### src/rtl/router_ingress_queue.sv
// Ingress queue in front of the 4-way address router: buffers address-tagged
// words and issues the FIFO head only when its destination holds a credit.
module router_ingress_queue #(
    parameter int unsigned DATA_WIDTH = 32,
    parameter int unsigned DEPTH      = 4,
    parameter int unsigned CREDITS    = 2
) (
    input  logic                     clk,
    input  logic                     resetn,
    input  logic                     in_valid,
    output logic                     in_ready,
    input  logic [DATA_WIDTH-1:0]    in_data,
    input  logic [1:0]               in_addr,
    output logic [DATA_WIDTH-1:0]    din,
    output logic                     din_en,
    output logic [1:0]               addr,
    input  logic [3:0]               credit_ret,
    output logic [$clog2(DEPTH):0]   count,
    output logic                     credit_err
);

    localparam int unsigned AW = $clog2(DEPTH);
    localparam logic [AW:0] FULL_COUNT = (AW+1)'(DEPTH);
    localparam logic [2:0]  CRED_MAX   = 3'(CREDITS);

    logic [DATA_WIDTH-1:0] data_mem [DEPTH];
    logic [1:0]            addr_mem [DEPTH];

    logic [AW-1:0]         wr_ptr_q, rd_ptr_q;
    logic [AW:0]           count_q;
    logic [3:0][2:0]       credit_q, credit_d;
    logic                  err_q, err_d;
    logic [DATA_WIDTH-1:0] din_q;
    logic [1:0]            addr_q;
    logic                  din_en_q;

    logic                  push, issue;
    logic [1:0]            head_addr;
    logic [3:0]            issue_oh;

    // Full queue refuses input even while issuing; no pop-aware ready.
    assign in_ready  = resetn && (count_q != FULL_COUNT);
    assign push      = in_valid && in_ready;
    assign head_addr = addr_mem[rd_ptr_q];
    assign issue     = (count_q != '0) && (credit_q[head_addr] != 3'd0);
    assign issue_oh  = issue ? (4'b0001 << head_addr) : 4'b0000;

    assign din        = din_q;
    assign addr       = addr_q;
    assign din_en     = din_en_q;
    assign count      = count_q;
    assign credit_err = err_q;

    // Storage array; contents are only meaningful below count, so no reset.
    always_ff @(posedge clk) begin
        if (push) begin
            data_mem[wr_ptr_q] <= in_data;
            addr_mem[wr_ptr_q] <= in_addr;
        end
    end

    // FIFO pointers and occupancy.
    always_ff @(posedge clk or negedge resetn) begin
        if (!resetn) begin
            wr_ptr_q <= '0;
            rd_ptr_q <= '0;
            count_q  <= '0;
        end else begin
            if (push)  wr_ptr_q <= wr_ptr_q + 1'b1;
            if (issue) rd_ptr_q <= rd_ptr_q + 1'b1;
            if (push && !issue) begin
                count_q <= count_q + 1'b1;
            end else if (!push && issue) begin
                count_q <= count_q - 1'b1;
            end
        end
    end

    // Registered router interface; zeroed in any cycle without an issue.
    always_ff @(posedge clk or negedge resetn) begin
        if (!resetn) begin
            din_q    <= '0;
            addr_q   <= '0;
            din_en_q <= 1'b0;
        end else if (issue) begin
            din_q    <= data_mem[rd_ptr_q];
            addr_q   <= head_addr;
            din_en_q <= 1'b1;
        end else begin
            din_q    <= '0;
            addr_q   <= '0;
            din_en_q <= 1'b0;
        end
    end

    // Per-output credit update; issue and return in one cycle cancel out.
    always_comb begin
        credit_d = credit_q;
        err_d    = err_q;
        for (int i = 0; i < 4; i++) begin
            if (issue_oh[i] && !credit_ret[i]) begin
                credit_d[i] = credit_q[i] - 3'd1;
            end else if (!issue_oh[i] && credit_ret[i]) begin
                if (credit_q[i] == CRED_MAX) begin
                    err_d = 1'b1;
                end else begin
                    credit_d[i] = credit_q[i] + 3'd1;
                end
            end
        end
    end

    // Credit counters and sticky overflow flag.
    always_ff @(posedge clk or negedge resetn) begin
        if (!resetn) begin
            credit_q <= {4{CRED_MAX}};
            err_q    <= 1'b0;
        end else begin
            credit_q <= credit_d;
            err_q    <= err_d;
        end
    end

endmodule

### config.mk
export PLATFORM = sky130hd
export DESIGN_NAME = router_ingress_queue
export DESIGN_NICKNAME = d
export VERILOG_FILES = /design/src/rtl/router_ingress_queue.sv
export SDC_FILE = /design/constraint.sdc
export NUM_CORES = 1
export LEC_CHECK = 0
export ABC_CLOCK_PERIOD_IN_PS = 6100
export CORE_ASPECT_RATIO = 2
export CORE_MARGIN = 5
export CORE_UTILIZATION = 45
export DETAILED_ROUTE_END_ITERATION = 16
export PLACE_DENSITY = 0.66
export SLEW_MARGIN = 0
export SYNTH_ARGS = -nofsm -noshare
export SYNTH_HDL_FRONTEND = slang
export SYNTH_SLANG_ARGS = --single-unit
### constraint.sdc
create_clock -name clk -period 6.1 [get_ports clk]
set_input_delay 1.22 -clock clk [delete_from_list [all_inputs] [get_ports clk]]
set_output_delay 1.22 -clock clk [all_outputs]
set_load 0.01 [all_outputs]
== After elaboration in Yosys (flattened, before gate mapping) ==
Memories as Yosys holds them, arrays and structs flattened.
Index checks and enable logic that the tools add are counted.

* Register bits: 55
* Latch bits: 0
* Bits in writable memories: 136
* Bits in read-only memories: 0
* Input port bits: 41
* Output and inout bits: 40
* Word-level logic and storage cells: 104
* Memories kept: 2

{| class="wikitable"
|+ Memories
! memory !! words !! bits a word !! rd ports !! clocked after Yosys merged registers in !! wr ports !! line !! text
|-
| data_mem || 4 || 32 || 1 || 0 || 1 || 26 || <nowiki>logic [DATA_WIDTH-1:0] data_mem [DEPTH];</nowiki>
|-
| addr_mem || 4 || 2 || 1 || 0 || 1 || 27 || <nowiki>logic [1:0] addr_mem [DEPTH];</nowiki>
|}

* Add/sub/neg operators: 12
* $mul: 0
* Div/mod/pow operators: 0
* $lt $le $gt $ge: 1
* Equal/unequal tests: 9
* Shift-type cells: 1
* Muxes and demuxes: 34
* Bitwise gates (word level): 0
* Reductions and logical operators: 34

{| class="wikitable"
|+ Operator list
! kind !! count
|-
| $mux W3 || 15
|-
| $mux W32 || 1
|-
| $add A3 B1 Y3 const B || 5
|-
| $mux W1 || 15
|-
| $sub A3 B1 Y3 const B || 5
|-
| $logic_and A1 B1 Y1 || 13
|-
| $eq A3 B2 Y1 const B || 4
|-
| $logic_not A1 Y1 || 10
|-
| $reduce_bool A2 Y1 || 5
|-
| $ne A2 B2 Y1 const B || 4
|-
| $reduce_and A2 Y1 || 4
|-
| $bmux W3 S2 || 1
|-
| $reduce_bool A3 Y1 || 2
|-
| $add A2 B1 Y2 const B || 2
|-
| $mux W4 || 1
|-
| $shl A1 B2 Y4 const A || 1
|-
| $lt A2 B3 Y1 const B || 1
|-
| $ne A3 B3 Y1 const B || 1
|-
| $mux W2 || 1
|}

== Logic depth before layout (Yosys ltp) ==
Gate-level depths: netlist of run 1.
An unclocked memory read counts as a cell.

* Depth in word-level cells: 19
* Mapped depth: 12
* Depth with buffers taken out: 11

== Least setup slack after synthesis of run 1 ==
No wires, ideal clock.

* Path type: input port to flip-flop
* From: input port resetn
* To: memory addr_mem[0][0] (enable)
* Setup time: 0.394 ns
* Data arrival time: 2.685 ns
* Data required time: 5.706 ns
* Slack: 3.020 ns
* Stages on the path: 2
* Path buffers: 0
* Path through: a21boi_0 and3_1

* Word-level cells in the longest chain between the ends: 4

{| class="wikitable"
|+ Ends and longest elaborated chain
! element !! line !! text
|-
| start: declaration || 9 || <nowiki>input logic resetn,</nowiki>
|-
| $logic_and A1 B1 Y1 || 42 || <nowiki>assign in_ready = resetn && (count_q != FULL_COUNT);</nowiki>
|-
| $logic_and A1 B1 Y1 || 43 || <nowiki>assign push = in_valid && in_ready;</nowiki>
|-
| $mux W1 || 56 || <nowiki>if (push) begin</nowiki>
|-
| $mux W1 (implied by the code) || 58 || <nowiki>addr_mem[wr_ptr_q] <= in_addr;</nowiki>
|-
| end: declaration || 27 ||
|}

Every way passes these cells.

== Worst setup path after layout of run 1 ==
* From: register rd_ptr_q[0]
* To: register credit_q[11] in the netlist's numbering

* Word-level cells in the longest chain between the ends: 10

{| class="wikitable"
|+ Ends and longest elaborated chain
! element !! line !! text
|-
| start: declaration || 29 || <nowiki>logic [AW-1:0] wr_ptr_q, rd_ptr_q;</nowiki>
|-
| start signal: assignment || 70 || <nowiki>if (issue) rd_ptr_q <= rd_ptr_q + 1'b1;</nowiki>
|-
| $mem_v2 Z4 W2 * || - ||
|-
| $bmux W3 S2 || 45 || <nowiki>assign issue = (count_q != '0) && (credit_q[head_addr] != 3'd0);</nowiki>
|-
| $mux W3 (implied by the code) || 45 ||
|-
| $reduce_bool A3 Y1 || 45 ||
|-
| $logic_and A1 B1 Y1 || 45 ||
|-
| $mux W4 * || 46 || <nowiki>assign issue_oh = issue ? (4'b0001 << head_addr) : 4'b0000;</nowiki>
|-
| $logic_not A1 Y1 || 103 || <nowiki>end else if (!issue_oh[i] && credit_ret[i]) begin</nowiki>
|-
| $logic_and A1 B1 Y1 || 103 ||
|-
| $reduce_bool A2 Y1 (no line) || - ||
|-
| $reduce_and A2 Y1 (no line) || - ||
|-
| end signal: assignment || 116 || <nowiki>credit_q <= {4{CRED_MAX}};</nowiki>
|-
| end signal: assignment || 119 || <nowiki>credit_q <= credit_d;</nowiki>
|-
| end: declaration || 31 || <nowiki>logic [3:0][2:0] credit_q, credit_d;</nowiki>
|}

Mark *: on every way between the ends. The rest lies on a longest branch, timed or not. The select of a mux whose other input is x is not followed.
A chain may end at the register's enable or synchronous reset.

==> results of run 1 <==
-- layout make-up --
class | count | area (µm²) | share of cell area
inverter | 26 | 97.59 | 0.01070
antenna | 1 | 2.502 | 0.0002742
timing repair buffer | 83 | 818.3 | 0.08968
clock buffer | 21 | 440.4 | 0.04827
tap | 207 | 259.0 | 0.02838
clock inverter | 11 | 92.59 | 0.01015
multi-input combinational | 223 | 1947 | 0.2134
sequential | 191 | 5468 | 0.5992
-- where the power goes --
group | switching, mW | internal [mW] | total [mW]
clock | 0.454 | 0.559 | 1.01
sequential | 0.230 | 1.70 | 1.93
combinational | 0.746 | 0.767 | 1.51
-- cell usage after synthesis --
cell | n | area share
sky130_fd_sc_hd__dfrtp_1 | 51 | 0.17
sky130_fd_sc_hd__o21ai_0 | 12 | 0.0079
sky130_fd_sc_hd__and2_1 | 1 | 0.00083
sky130_fd_sc_hd__nand4_1 | 2 | 0.0017
sky130_fd_sc_hd__dfstp_2 | 4 | 0.014
sky130_fd_sc_hd__a21o_1 | 2 | 0.0020
sky130_fd_sc_hd__mux2i_1 | 3 | 0.0040
sky130_fd_sc_hd__or2_2 | 4 | 0.0033
sky130_fd_sc_hd__or3b_2 | 1 | 0.0012
sky130_fd_sc_hd__or3b_1 | 1 | 0.0012
sky130_fd_sc_hd__or3_1 | 2 | 0.0017
sky130_fd_sc_hd__inv_1 | 26 | 0.013
sky130_fd_sc_hd__nor3_1 | 11 | 0.0073
sky130_fd_sc_hd__mux4_2 | 34 | 0.10
sky130_fd_sc_hd__xnor2_1 | 2 | 0.0023
sky130_fd_sc_hd__mux2i_2 | 1 | 0.0018
sky130_fd_sc_hd__nand2_1 | 42 | 0.021
sky130_fd_sc_hd__nor3b_1 | 1 | 0.00099
sky130_fd_sc_hd__nor2b_1 | 6 | 0.0050
sky130_fd_sc_hd__buf_2 | 8 | 0.0053
sky130_fd_sc_hd__buf_1 | 2 | 0.00099
sky130_fd_sc_hd__mux2i_4 | 2 | 0.0060
sky130_fd_sc_hd__ha_1 | 13 | 0.021
sky130_fd_sc_hd__nor4_1 | 2 | 0.0017
sky130_fd_sc_hd__a2bb2oi_1 | 1 | 0.0012
sky130_fd_sc_hd__mux2_2 | 2 | 0.0030
sky130_fd_sc_hd__clkbuf_1 | 7 | 0.0035
sky130_fd_sc_hd__a21boi_0 | 1 | 0.00099
sky130_fd_sc_hd__and3_1 | 6 | 0.0050
sky130_fd_sc_hd__o31ai_1 | 1 | 0.00099
sky130_fd_sc_hd__a211oi_1 | 1 | 0.00099
sky130_fd_sc_hd__nor2_1 | 40 | 0.020
sky130_fd_sc_hd__and2_0 | 1 | 0.00083
sky130_fd_sc_hd__edfxtp_1 | 136 | 0.54
sky130_fd_sc_hd__a21oi_1 | 11 | 0.0073
sky130_fd_sc_hd__fa_1 | 5 | 0.013
sky130_fd_sc_hd__nand3_1 | 8 | 0.0053
sky130_fd_sc_hd__xor2_1 | 4 | 0.0046
-- per-stage QoR --
step           power (mW)  worst slack, ns  area [µm²]  utilization  std cells
4_1_cts             4.529            2.300        9123       0.5468        762
3_5_place_dp        3.514            2.308        8589       0.5149        730
5_1_grt             4.740            2.088        9125       0.5470        763
6_report            4.459            2.371        9125       0.5470        763
3_3_place_gp        3.450            2.418        8589       0.5149        730
2_1_floorplan       2.897            3.020        7569            -        457
-- registers in the layout, indices dropped and copies added, names as in the netlist --
| register | count |
|---|---|
| credit_err | 1 |
| wr_ptr_q | 2 |
| din | 32 |
| data_mem | 128 |
| addr_mem | 8 |
| rd_ptr_q | 2 |
| din_en | 1 |
| credit_q | 12 |
| count | 3 |
| addr | 2 |
-- cells by family after synthesis --
logic type | count (synthesis) | share of synthesized area
adders and majority gates | 18 | 0.03472
and+or+nand+nor | 128 | 0.07638
AOI/OAI and AO/OA | 29 | 0.02133
buffers and inverters | 43 | 0.02265
xor gates and xnor gates | 6 | 0.006943
muxes | 42 | 0.1159
DFF | 191 | 0.7221
-- how the worst min path moves through the flow --
stage / end / slack, ns / cells after the start
floorplan: credit_q[5]$_DFFE_PN0P_ / 0.46 / 1
global placement: credit_q[5]$_DFFE_PN0P_ / 0.48 / 1
detailed placement: credit_q[5]$_DFFE_PN0P_ / 0.49 / 1
CTS: credit_q[5]$_DFFE_PN0P_ / 0.51 / 1
global route: credit_q[5]$_DFFE_PN0P_ / 0.53 / 1
finish: credit_q[5]$_DFFE_PN0P_ / 0.50 / 1
-- per-layer routing --
layer  up-vias  global-route usage  part of all wire
met3        21             0.03100             0.030
met5         -                   0                 0
li1       1848                   -                 -
met4         0             0.07002             0.027
met1      2031              0.1751              0.36
met2        65              0.2966              0.58
-- worst max-delay path: stages, from the launching register on --
cell                       delay, ns
sky130_fd_sc_hd__dfrtp_2        0.98
sky130_fd_sc_hd__mux4_2         0.77
sky130_fd_sc_hd__a211oi_1       0.37
sky130_fd_sc_hd__and2_1         0.18
sky130_fd_sc_hd__ha_1           0.22
sky130_fd_sc_hd__inv_1          0.08
sky130_fd_sc_hd__fa_1           0.38
sky130_fd_sc_hd__or2_2          0.30
sky130_fd_sc_hd__o21ai_0        0.16
sky130_fd_sc_hd__a21oi_1        0.09
sky130_fd_sc_hd__a21oi_1        0.12
==> impl_metrics.csv, run 1 <==
group,metric,value,unit
cells_and_area,final_common_cell,"sky130_fd_sc_hd__edfxtp_1",
timing,finalSetupTns,0,ns
floorplanning,row_count,67,
timing,setup_viol,0,
worst_setup_path,critical_path.startpoint,"rd_ptr_q[0]$_DFFE_PN0P_",
clocking,cts_repair_resize_count,0,
placed_design,io_buffer_count,80,
route,firstDrtPassIters,4,
clocking,cts_max_path_buffers,2,
yosys,yosysSeqAreaShare,0.7221,
yosys,synth_cells,457,
floorplanning,die-area,0.01967,mm²
grt,grt_pass1_vias,4451,
grt,gr-usage-all-layers,0.1617,
timing,fmax,0.2682,GHz
yosys,synth_fp_nets,516,
route,drt-wirelength-per-cell,19.13,µm
worst_setup_path,worstRegToRegCells,10,
placed_design,detailedPlacementHpwl,9352,µm
floorplanning,height_of_the_chip,193.4,µm
power_and_ir_drop,irDropWorstVdd,0.2569,mV
worst_setup_path,critPathArrivalTime,4.07,ns
timing,fin_skew,0.007075,ns
power_and_ir_drop,leakagePower,3.368,nW
timing,worst_hold_slack,0.5037,ns
power_and_ir_drop,power_density,488.6,mW/mm²
worst_setup_path,reg2reg_to,"credit_q[11]$_DFFE_PN0P_",
clocking,post_cts_setup_repair_bufs,0,
floorplanning,core-area,0.01668,mm²
worst_setup_path,crit_type,"reg -> reg",
worst_setup_path,regToRegSetupSlack,2.37,ns
cells_and_area,syn_to_final_growth,20.57,%
route,drt_drc_violations_left,0,
yosys,synthesis.yosys.warnings,0,
clocking,cts_max_level,4,
worst_setup_path,critPathCapture,"credit_q[11]$_DFFE_PN0P_",
clocking,tritoncts_clock_tree,"done",
timing,setup_repair_after_global_routing_missed_its_margin,"no",
clocking,tritoncts_num_sinks,191,
worst_setup_path,worstSetupStartpointType,"flop",
hold_path,hold_path_class,"reg -> reg",
route,drtIter0Drc,244,
grt,grt_start_max_net_pins,56,
route,vias_per_cell,5.197,
worst_setup_path,reg2reg_from,"rd_ptr_q[0]$_DFFE_PN0P_",
timing,fin_crit_sh,0.6113,
route,postRouteWirelength,14600,µm
worst_setup_path,required,6.44,ns
route,detail-route-antenna-nets,0,
timing,worst_tran_pin_value,0.9336,ns
grt,number_of_antenna_violations_at_the_first_check_in_global_routing,1,
clocking,clk_root_buffer_cell,"sky130_fd_sc_hd__clkbuf_16",
grt,grt_pass1_wl,23830,µm
floorplanning,floorplan.initialDensity,0.4537,
hold_path,hold_path_startpoint,"credit_q[5]$_DFFE_PN0P_",
timing,period_needed,3.729,ns
clocking,postCtsHoldBufs,0,
cells_and_area,drive_above_1_share,0.1532,
timing,relSlewSlack,0.3776,
worst_setup_path,element_type_at_the_critical_path_end,"flop",
timing,final-max-slew-violation-count,0,
floorplanning,floorplan.io_pins,81,
job,maxCapViolations,0,
yosys,postSynthRegisterBits,191,
cells_and_area,layout.filler_cells,1313,
clocking,clkSlewWorstSetupHoldPaths,0.07,ns
yosys,syn_area_cell,16.56,µm²
clocking,worst_skew_pair.late_latency,0.42,ns
worst_setup_path,critPathMaxFanout,30,
placed_design,place_congestion,0.7525,
yosys,synth_cell_type_count,38,
clocking,cts_buffers,17,
floorplanning,die-width,101.7,µm
grt,total_congestion_overflow,0,
cells_and_area,layout.nets,601,
cells_and_area,final_cell_mix,"136 x sky130_fd_sc_hd__edfxtp_1, 79 x sky130_fd_sc_hd__clkdlybuf4s50_1, 49 x sky130_fd_sc_hd__dfrtp_1",
route,routed-via-count,3965,
timing,hold_viol_final,0,
yosys,post_synthesis_cell_area,0.007569,mm²
outcome,status,"finished, final reports clean",
(Power assumes the default switching activity.)
==> inputs of run 2 (changes only) <==
--- a/config.mk
+++ b/config.mk
@@ -5,12 +5,12 @@
 export SDC_FILE = /design/constraint.sdc
 export NUM_CORES = 1
 export LEC_CHECK = 0
-export ABC_CLOCK_PERIOD_IN_PS = 6100
+export ABC_CLOCK_PERIOD_IN_PS = 3190
 export CORE_ASPECT_RATIO = 2
 export CORE_MARGIN = 5
 export CORE_UTILIZATION = 45
 export DETAILED_ROUTE_END_ITERATION = 16
-export PLACE_DENSITY = 0.66
+export PLACE_DENSITY = 0.68
 export SLEW_MARGIN = 0
 export SYNTH_ARGS = -nofsm -noshare
 export SYNTH_HDL_FRONTEND = slang
==> constraint.sdc (replaced) <==
create_clock -name clk -period 3.19 [get_ports clk]
set_input_delay 0.638 -clock clk [delete_from_list [all_inputs] [get_ports clk]]
set_output_delay 0.638 -clock clk [all_outputs]
set_load 0.01 [all_outputs]
==> run 2 against run 1 <==
Against the previous run: wire length up 5.4%; critical path depth down 1; sequential cell count stayed put; first-iteration DRC count is 13% lower; cell count increased by 2.1%; design area rose by 2.7%; critical path type unchanged; critical endpoint is now credit_q[2]$_DFFE_PN0P_; largest power group unchanged; highest routed layer unchanged.
==> impl_metrics.csv, run 2 (synthesis results as in run 1) <==
group,metric,value,unit
outcome,status,"finished, final reports clean",
grt,grt_pass1_vias,4569,
placed_design,io_buffer_count,80,
route,firstDrtPassIters,4,
grt,total_congestion_overflow,0,
timing,fmax,0.3279,GHz
worst_setup_path,critical-path-top-cell-by-count,"sky130_fd_sc_hd__a21oi_1",
worst_setup_path,worstRegToRegCells,9,
cells_and_area,multi_input_area,0.001978,mm²
hold_path,hold_path_class,"in -> async",
cells_and_area,seq_area,0.005468,mm²
timing,finalSetupTns,0,ns
floorplanning,core-area,0.01668,mm²
job,maxCapViolations,0,
worst_setup_path,required,3.54,ns
worst_setup_path,element_type_at_the_critical_path_end,"flop",
timing,fin_skew,0.01200,ns
power_and_ir_drop,power_density,942.4,mW/mm²
cells_and_area,regMostFlops,"data_mem",
timing,relSlewSlack,0.4911,
cells_and_area,syn_to_final_growth,23.87,%
clocking,clkSlewWorstSetupHoldPaths,0.07,ns
clocking,cts_max_path_buffers,2,
clocking,worst_skew_pair.late_latency,0.43,ns
floorplanning,floorplan.io_pins,81,
clocking,cts_buffers,17,
timing,hold_viol_final,0,
floorplanning,die-area,0.01967,mm²
cells_and_area,largest_register_ffs,128,
worst_setup_path,reg2reg_to,"credit_q[2]$_DFFE_PN0P_",
grt,grt_start_max_net_pins,56,
floorplanning,height_of_the_chip,193.4,µm
worst_setup_path,reg2reg_from,"rd_ptr_q[0]$_DFFE_PN0P_",
placed_design,place_congestion,0.7709,
route,drtIter0Drc,213,
worst_setup_path,critical_path.startpoint,"rd_ptr_q[0]$_DFFE_PN0P_",
cells_and_area,final_cell_mix,"136 x sky130_fd_sc_hd__edfxtp_1, 79 x sky130_fd_sc_hd__clkdlybuf4s50_1, 49 x sky130_fd_sc_hd__dfrtp_1",
floorplanning,die-width,101.7,µm
cells_and_area,final_cells,779,
grt,number_of_antenna_violations_at_the_first_check_in_global_routing,0,
timing,fin_crit_sh,0.9560,
cells_and_area,layout.filler_cells,1275,
route,postRouteWirelength,15380,µm
route,drt_drc_violations_left,0,
clocking,tritoncts_num_sinks,191,
grt,gr-usage-all-layers,0.1693,
power_and_ir_drop,irDropWorstVdd,0.4788,mV
worst_setup_path,critPathMaxFanout,5,
cells_and_area,final_common_cell,"sky130_fd_sc_hd__edfxtp_1",
cells_and_area,drive_above_1_share,0.1853,
clocking,cts_max_level,4,
route,routed-via-count,4109,
worst_setup_path,critPathCapture,"credit_q[2]$_DFFE_PN0P_",
route,drt-wirelength-per-cell,19.75,µm
floorplanning,row_count,67,
clocking,clk_root_buffer_cell,"sky130_fd_sc_hd__clkbuf_16",
floorplanning,floorplan.initialDensity,0.4537,
power_and_ir_drop,leakagePower,3.506,nW
worst_setup_path,critPathSlowestCell,"sky130_fd_sc_hd__mux4_2",
placed_design,place_area,0.008722,mm²
timing,setup_viol,0,
timing,final-max-slew-violation-count,0,
timing,worst_tran_pin_value,0.7633,ns
route,detail-route-antenna-nets,0,
grt,grt_pass1_wl,24580,µm
worst_setup_path,regToRegSetupSlack,0.14,ns
clocking,tritoncts_clock_tree,"done",
cells_and_area,antenna-diode-count,0,
timing,period_needed,3.050,ns
placed_design,placedCellCount,741,
cells_and_area,final_instance_area,0.009375,mm²
worst_setup_path,path_cells,"mux4_2 -> nor4_1 -> ha_1 -> inv_1 -> fa_1 -> or2_2 -> o21ai_0 -> a21oi_1 -> a21oi_1",
worst_setup_path,crit_type,"reg -> reg",
cells_and_area,layout.nets,618,
worst_setup_path,worstSetupStartpointType,"flop",
placed_design,detailedPlacementHpwl,9929,µm
route,vias_per_cell,5.275,
worst_setup_path,critPathArrivalTime,3.40,ns
worst_setup_path,cpPeakStageDelay,0.63,ns
[run 2: per-layer routing]
metal | up-vias | track usage | share of wire
li1 | 1882 | - | -
met1 | 2108 | 0.1774 | 0.35
met2 | 90 | 0.3107 | 0.58
met3 | 29 | 0.03749 | 0.035
met4 | 0 | 0.07791 | 0.030
met5 | - | 0 | 0
[run 2: what timing repair did]
action | in CTS | in global routing
setup buffers | 0 | 5
hold buffers | 0 | 0
endpoints found under the setup margin | 0 | 3
gates resized for setup | 0 | 1
[run 2: worst min-delay path by stage]
stage	slack [ns]	end	startpoint	cells past startpoint
floorplan	0.34	addr[0]$_DFF_PN0_	resetn	0
global placement	0.46	credit_err$_DFF_PN0_	credit_err$_DFF_PN0_	2
detailed placement	0.46	credit_err$_DFF_PN0_	credit_err$_DFF_PN0_	2
CTS	0.48	credit_err$_DFF_PN0_	credit_err$_DFF_PN0_	2
global route	0.53	din[14]$_DFF_PN0_	resetn	2
finish	0.47	din[15]$_DFF_PN0_	resetn	2
[run 2: cell type report]
| cell class | count | area share |
|---|---|---|
| clock buffers | 21 | 0.05151 |
| clock inverters | 11 | 0.01081 |
| inverters | 26 | 0.01041 |
| multi-input cells | 224 | 0.2110 |
| flip-flops and latches | 191 | 0.5832 |
| well taps | 207 | 0.02763 |
| repair buffers | 99 | 0.1054 |
[run 2: report_power, final]
part	internal, mW	leakage (nW)	switching, mW
registers	3.25	1.89	0.282
logic	1.59	1.33	1.65
clock network	1.17	0.288	0.892
[run 2: worst max-delay path: cells and delay by family (launching register included)]
kind	cells	cell delay (ns)
adders and majority gates	2	0.69
and+or+nand+nor	2	0.76
AOI/OAI and AO/OA	3	0.39
buffers and inverters	1	0.07
DFF	1	0.42
muxes	1	0.63
[run 2: per-stage QoR]
step / hold slack, ns / setup slack (ns) / total power [mW] / util
after CTS: 0.4773 / 0.008429 / 8.881 / 0.5579
after global placement: 0.4636 / 0.2166 / 6.655 / 0.5228
final: 0.4702 / 0.1404 / 8.836 / 0.5620
after floorplan: 0.3424 / 0.2435 / 5.539 / -
after global routing: 0.5257 / -0.003054 / 9.408 / 0.5620
after detailed placement: 0.4604 / 0.03036 / 6.792 / 0.5228
==> inputs of run 3 (changes only) <==
--- a/config.mk
+++ b/config.mk
@@ -5,12 +5,12 @@
 export SDC_FILE = /design/constraint.sdc
 export NUM_CORES = 1
 export LEC_CHECK = 0
-export ABC_CLOCK_PERIOD_IN_PS = 3190
+export ABC_CLOCK_PERIOD_IN_PS = 3700
 export CORE_ASPECT_RATIO = 2
 export CORE_MARGIN = 5
 export CORE_UTILIZATION = 45
 export DETAILED_ROUTE_END_ITERATION = 16
-export PLACE_DENSITY = 0.68
+export PLACE_DENSITY = 0.66
 export SLEW_MARGIN = 0
 export SYNTH_ARGS = -nofsm -noshare
 export SYNTH_HDL_FRONTEND = slang
==> constraint.sdc (replaced) <==
create_clock -name clk -period 3.7 [get_ports clk]
set_input_delay 0.74 -clock clk [delete_from_list [all_inputs] [get_ports clk]]
set_output_delay 0.74 -clock clk [all_outputs]
set_load 0.01 [all_outputs]
==> run 3 against run 2 <==
Against the previous run: global-route usage is 0.48 points lower; wire length shrank 2.1%; combinational power is 17% lower; sequential power is 14% lower; register-to-register slack gained 0.32 ns; total power down 14%; first-iteration DRC count is 45% higher; design area decreased by 1.2%; die area did not move; largest cell class unchanged.
==> impl_metrics.csv, run 3 (synthesis results as in run 1) <==
group,metric,value,unit
clocking,worst_skew_pair.late_latency,0.42,ns
worst_setup_path,path_cells,"mux4_2 -> a211oi_1 -> and2_1 -> ha_1 -> inv_1 -> fa_1 -> or2_2 -> o21ai_0 -> a21oi_1 -> a21oi_1",
timing,fmax,0.3090,GHz
hold_path,hold-path-endpoint,"credit_err$_DFF_PN0_",
grt,grt_pass1_vias,4454,
route,drt-wirelength-per-cell,19.56,µm
job,maxCapViolations,0,
cells_and_area,regMostFlops,"data_mem",
worst_setup_path,cpPeakStageDelay,0.69,ns
clocking,clk_root_buffer_cell,"sky130_fd_sc_hd__clkbuf_16",
worst_setup_path,worstSetupStartpointType,"flop",
placed_design,place_congestion,0.7230,
clocking,cts_buffers,17,
placed_design,io_buffer_count,80,
worst_setup_path,reg2reg_from,"rd_ptr_q[0]$_DFFE_PN0P_",
cells_and_area,syn_to_final_growth,22.40,%
route,firstDrtPassIters,4,
floorplanning,height_of_the_chip,193.4,µm
floorplanning,floorplan.io_pins,81,
route,vias_per_cell,5.331,
floorplanning,core-area,0.01668,mm²
timing,setup_repair_after_global_routing_missed_its_margin,"no",
placed_design,place_area,0.008650,mm²
placed_design,detailedPlacementHpwl,9662,µm
hold_path,hold_path_startpoint,"credit_err$_DFF_PN0_",
grt,number_of_antenna_violations_at_the_first_check_in_global_routing,0,
route,routed-via-count,4105,
hold_path,hold_depth,2,
power_and_ir_drop,power_density,819.0,mW/mm²
clocking,postCtsHoldBufs,0,
clocking,clkSlewWorstSetupHoldPaths,0.07,ns
route,drtIter0Drc,309,
power_and_ir_drop,irDropWorstVdd,0.4262,mV
grt,grt_start_max_net_pins,56,
timing,worst_tran_pin_value,0.7633,ns
timing,finalSetupTns,0,ns
grt,gr-usage-all-layers,0.1645,
cells_and_area,postLayoutCoreUtil,0.5553,
worst_setup_path,critPathMaxFanout,15,
cells_and_area,final_instance_area,0.009264,mm²
worst_setup_path,crit_type,"reg -> reg",
floorplanning,die-width,101.7,µm
timing,period_needed,3.237,ns
timing,hold_viol_final,0,
route,postRouteWirelength,15060,µm
cells_and_area,final_cell_mix,"136 x sky130_fd_sc_hd__edfxtp_1, 79 x sky130_fd_sc_hd__clkdlybuf4s50_1, 49 x sky130_fd_sc_hd__dfrtp_1",
timing,setup_viol,0,
clocking,tritoncts_clock_tree,"done",
worst_setup_path,reg2reg_to,"credit_q[11]$_DFFE_PN0P_",
power_and_ir_drop,total_power,7.587,mW
worst_setup_path,critical-path-top-cell-by-count,"sky130_fd_sc_hd__a21oi_1",
worst_setup_path,cp_depth,10,
worst_setup_path,element_type_at_the_critical_path_end,"flop",
floorplanning,row_count,67,
route,detail-route-antenna-nets,0,
grt,grt_pass1_wl,24090,µm
timing,relSlewSlack,0.4912,
clocking,post_cts_setup_repair_bufs,0,
grt,total_congestion_overflow,0,
cells_and_area,drive_above_1_share,0.1741,
worst_setup_path,worst-path-buf-inv,1,
cells_and_area,layout.filler_cells,1280,
clocking,cts_max_level,4,
floorplanning,die-area,0.01967,mm²
cells_and_area,largest_register_ffs,128,
cells_and_area,final_common_cell,"sky130_fd_sc_hd__edfxtp_1",
cells_and_area,layout.nets,609,
timing,final-max-slew-violation-count,0,
worst_setup_path,required,4.05,ns
cells_and_area,antenna-diode-count,0,
timing,fin_crit_sh,0.8748,
timing,fin_skew,0.007624,ns
worst_setup_path,critPathArrivalTime,3.58,ns
worst_setup_path,worstRegToRegCells,10,
clocking,cts_repair_resize_count,0,
worst_setup_path,critPathSlowestCell,"sky130_fd_sc_hd__mux4_2",
outcome,status,"finished, final reports clean",
power_and_ir_drop,leakagePower,3.449,nW
floorplanning,floorplan.initialDensity,0.4537,
hold_path,hold_path_class,"reg -> reg",
timing,worst_hold_slack,0.4876,ns
worst_setup_path,regToRegSetupSlack,0.46,ns
clocking,tritoncts_num_sinks,191,
worst_setup_path,cp_top_family,"compound AO/OA/AOI/OAI gates",
route,drt_drc_violations_left,0,
clocking,cts_max_path_buffers,2,
-- run 3: cell types whose count changed in the layout (fill, tap and decap cells not counted), moves of 2 or more --
cell,delta
sky130_fd_sc_hd__buf_4,-4
sky130_fd_sc_hd__buf_12,-4
sky130_fd_sc_hd__clkinv_2,-2
sky130_fd_sc_hd__inv_6,-2
sky130_fd_sc_hd__clkinvlp_4,+2
sky130_fd_sc_hd__bufinv_16,+2
sky130_fd_sc_hd__clkbuf_8,+2
sky130_fd_sc_hd__clkbuf_1,-2
sky130_fd_sc_hd__clkbuf_16,-2
-- run 3: how the worst max path moves through the flow --
stage                                        from  slack [ns]                        to
final                     rd_ptr_q[0]$_DFFE_PN0P_        0.46  credit_q[11]$_DFFE_PN0P_
after global routing      rd_ptr_q[0]$_DFFE_PN0P_        0.26   credit_q[8]$_DFFE_PN0P_
after CTS                 rd_ptr_q[0]$_DFFE_PN0P_        0.47  credit_q[11]$_DFFE_PN0P_
after detailed placement  rd_ptr_q[0]$_DFFE_PN0P_        0.47  credit_q[11]$_DFFE_PN0P_
after global placement    rd_ptr_q[0]$_DFFE_PN0P_        0.71  credit_q[11]$_DFFE_PN0P_
after floorplan           rd_ptr_q[0]$_DFFE_PN0P_        0.75   credit_q[8]$_DFFE_PN0P_
-- run 3: where the power goes --
| group | switching (mW) | internal [mW] | total [mW] |
|---|---|---|---|
| clock | 0.766 | 1.10 | 1.87 |
| sequential | 0.236 | 2.81 | 3.04 |
| combinational | 1.39 | 1.29 | 2.68 |
-- run 3: cell type report --
class	count	area, µm²	share of cell area
Timing Repair Buffer	91	878.3	0.09481
Inverter	26	97.59	0.01053
Clock inverter	13	161.4	0.01742
Sequential cell	191	5468	0.5902
Tap cell	207	259.0	0.02796
Clock buffer	19	452.9	0.04889
Multi-Input combinational cell	223	1947	0.2102
-- run 3: tightest hold or removal path, delay by kind of cell, from the launching register on --
kind               cells  cell delay [ns]
and+or+nand+nor        1             0.06
AOI/OAI and AO/OA      1             0.04
DFF                    1             0.35
-- run 3: metrics by stage --
stage               setup slack [ns]  instances
floorplan                     0.7535        457
global placement              0.7051        738
detailed placement            0.4678        738
CTS                           0.4734        770
global route                  0.2594        770
finish                        0.4632        770
-- run 3: per-layer routing --
metal  global-route usage  vias to the layer above  part of all wire  routed length (µm)
met3              0.04146                       15             0.035                 526
met4              0.05572                        0             0.016                 242
met2               0.2979                       75              0.58                8669
met5                    0                        -                 0                   0
li1                     -                     1861                 -                   -
met1               0.1832                     2154              0.37                5624
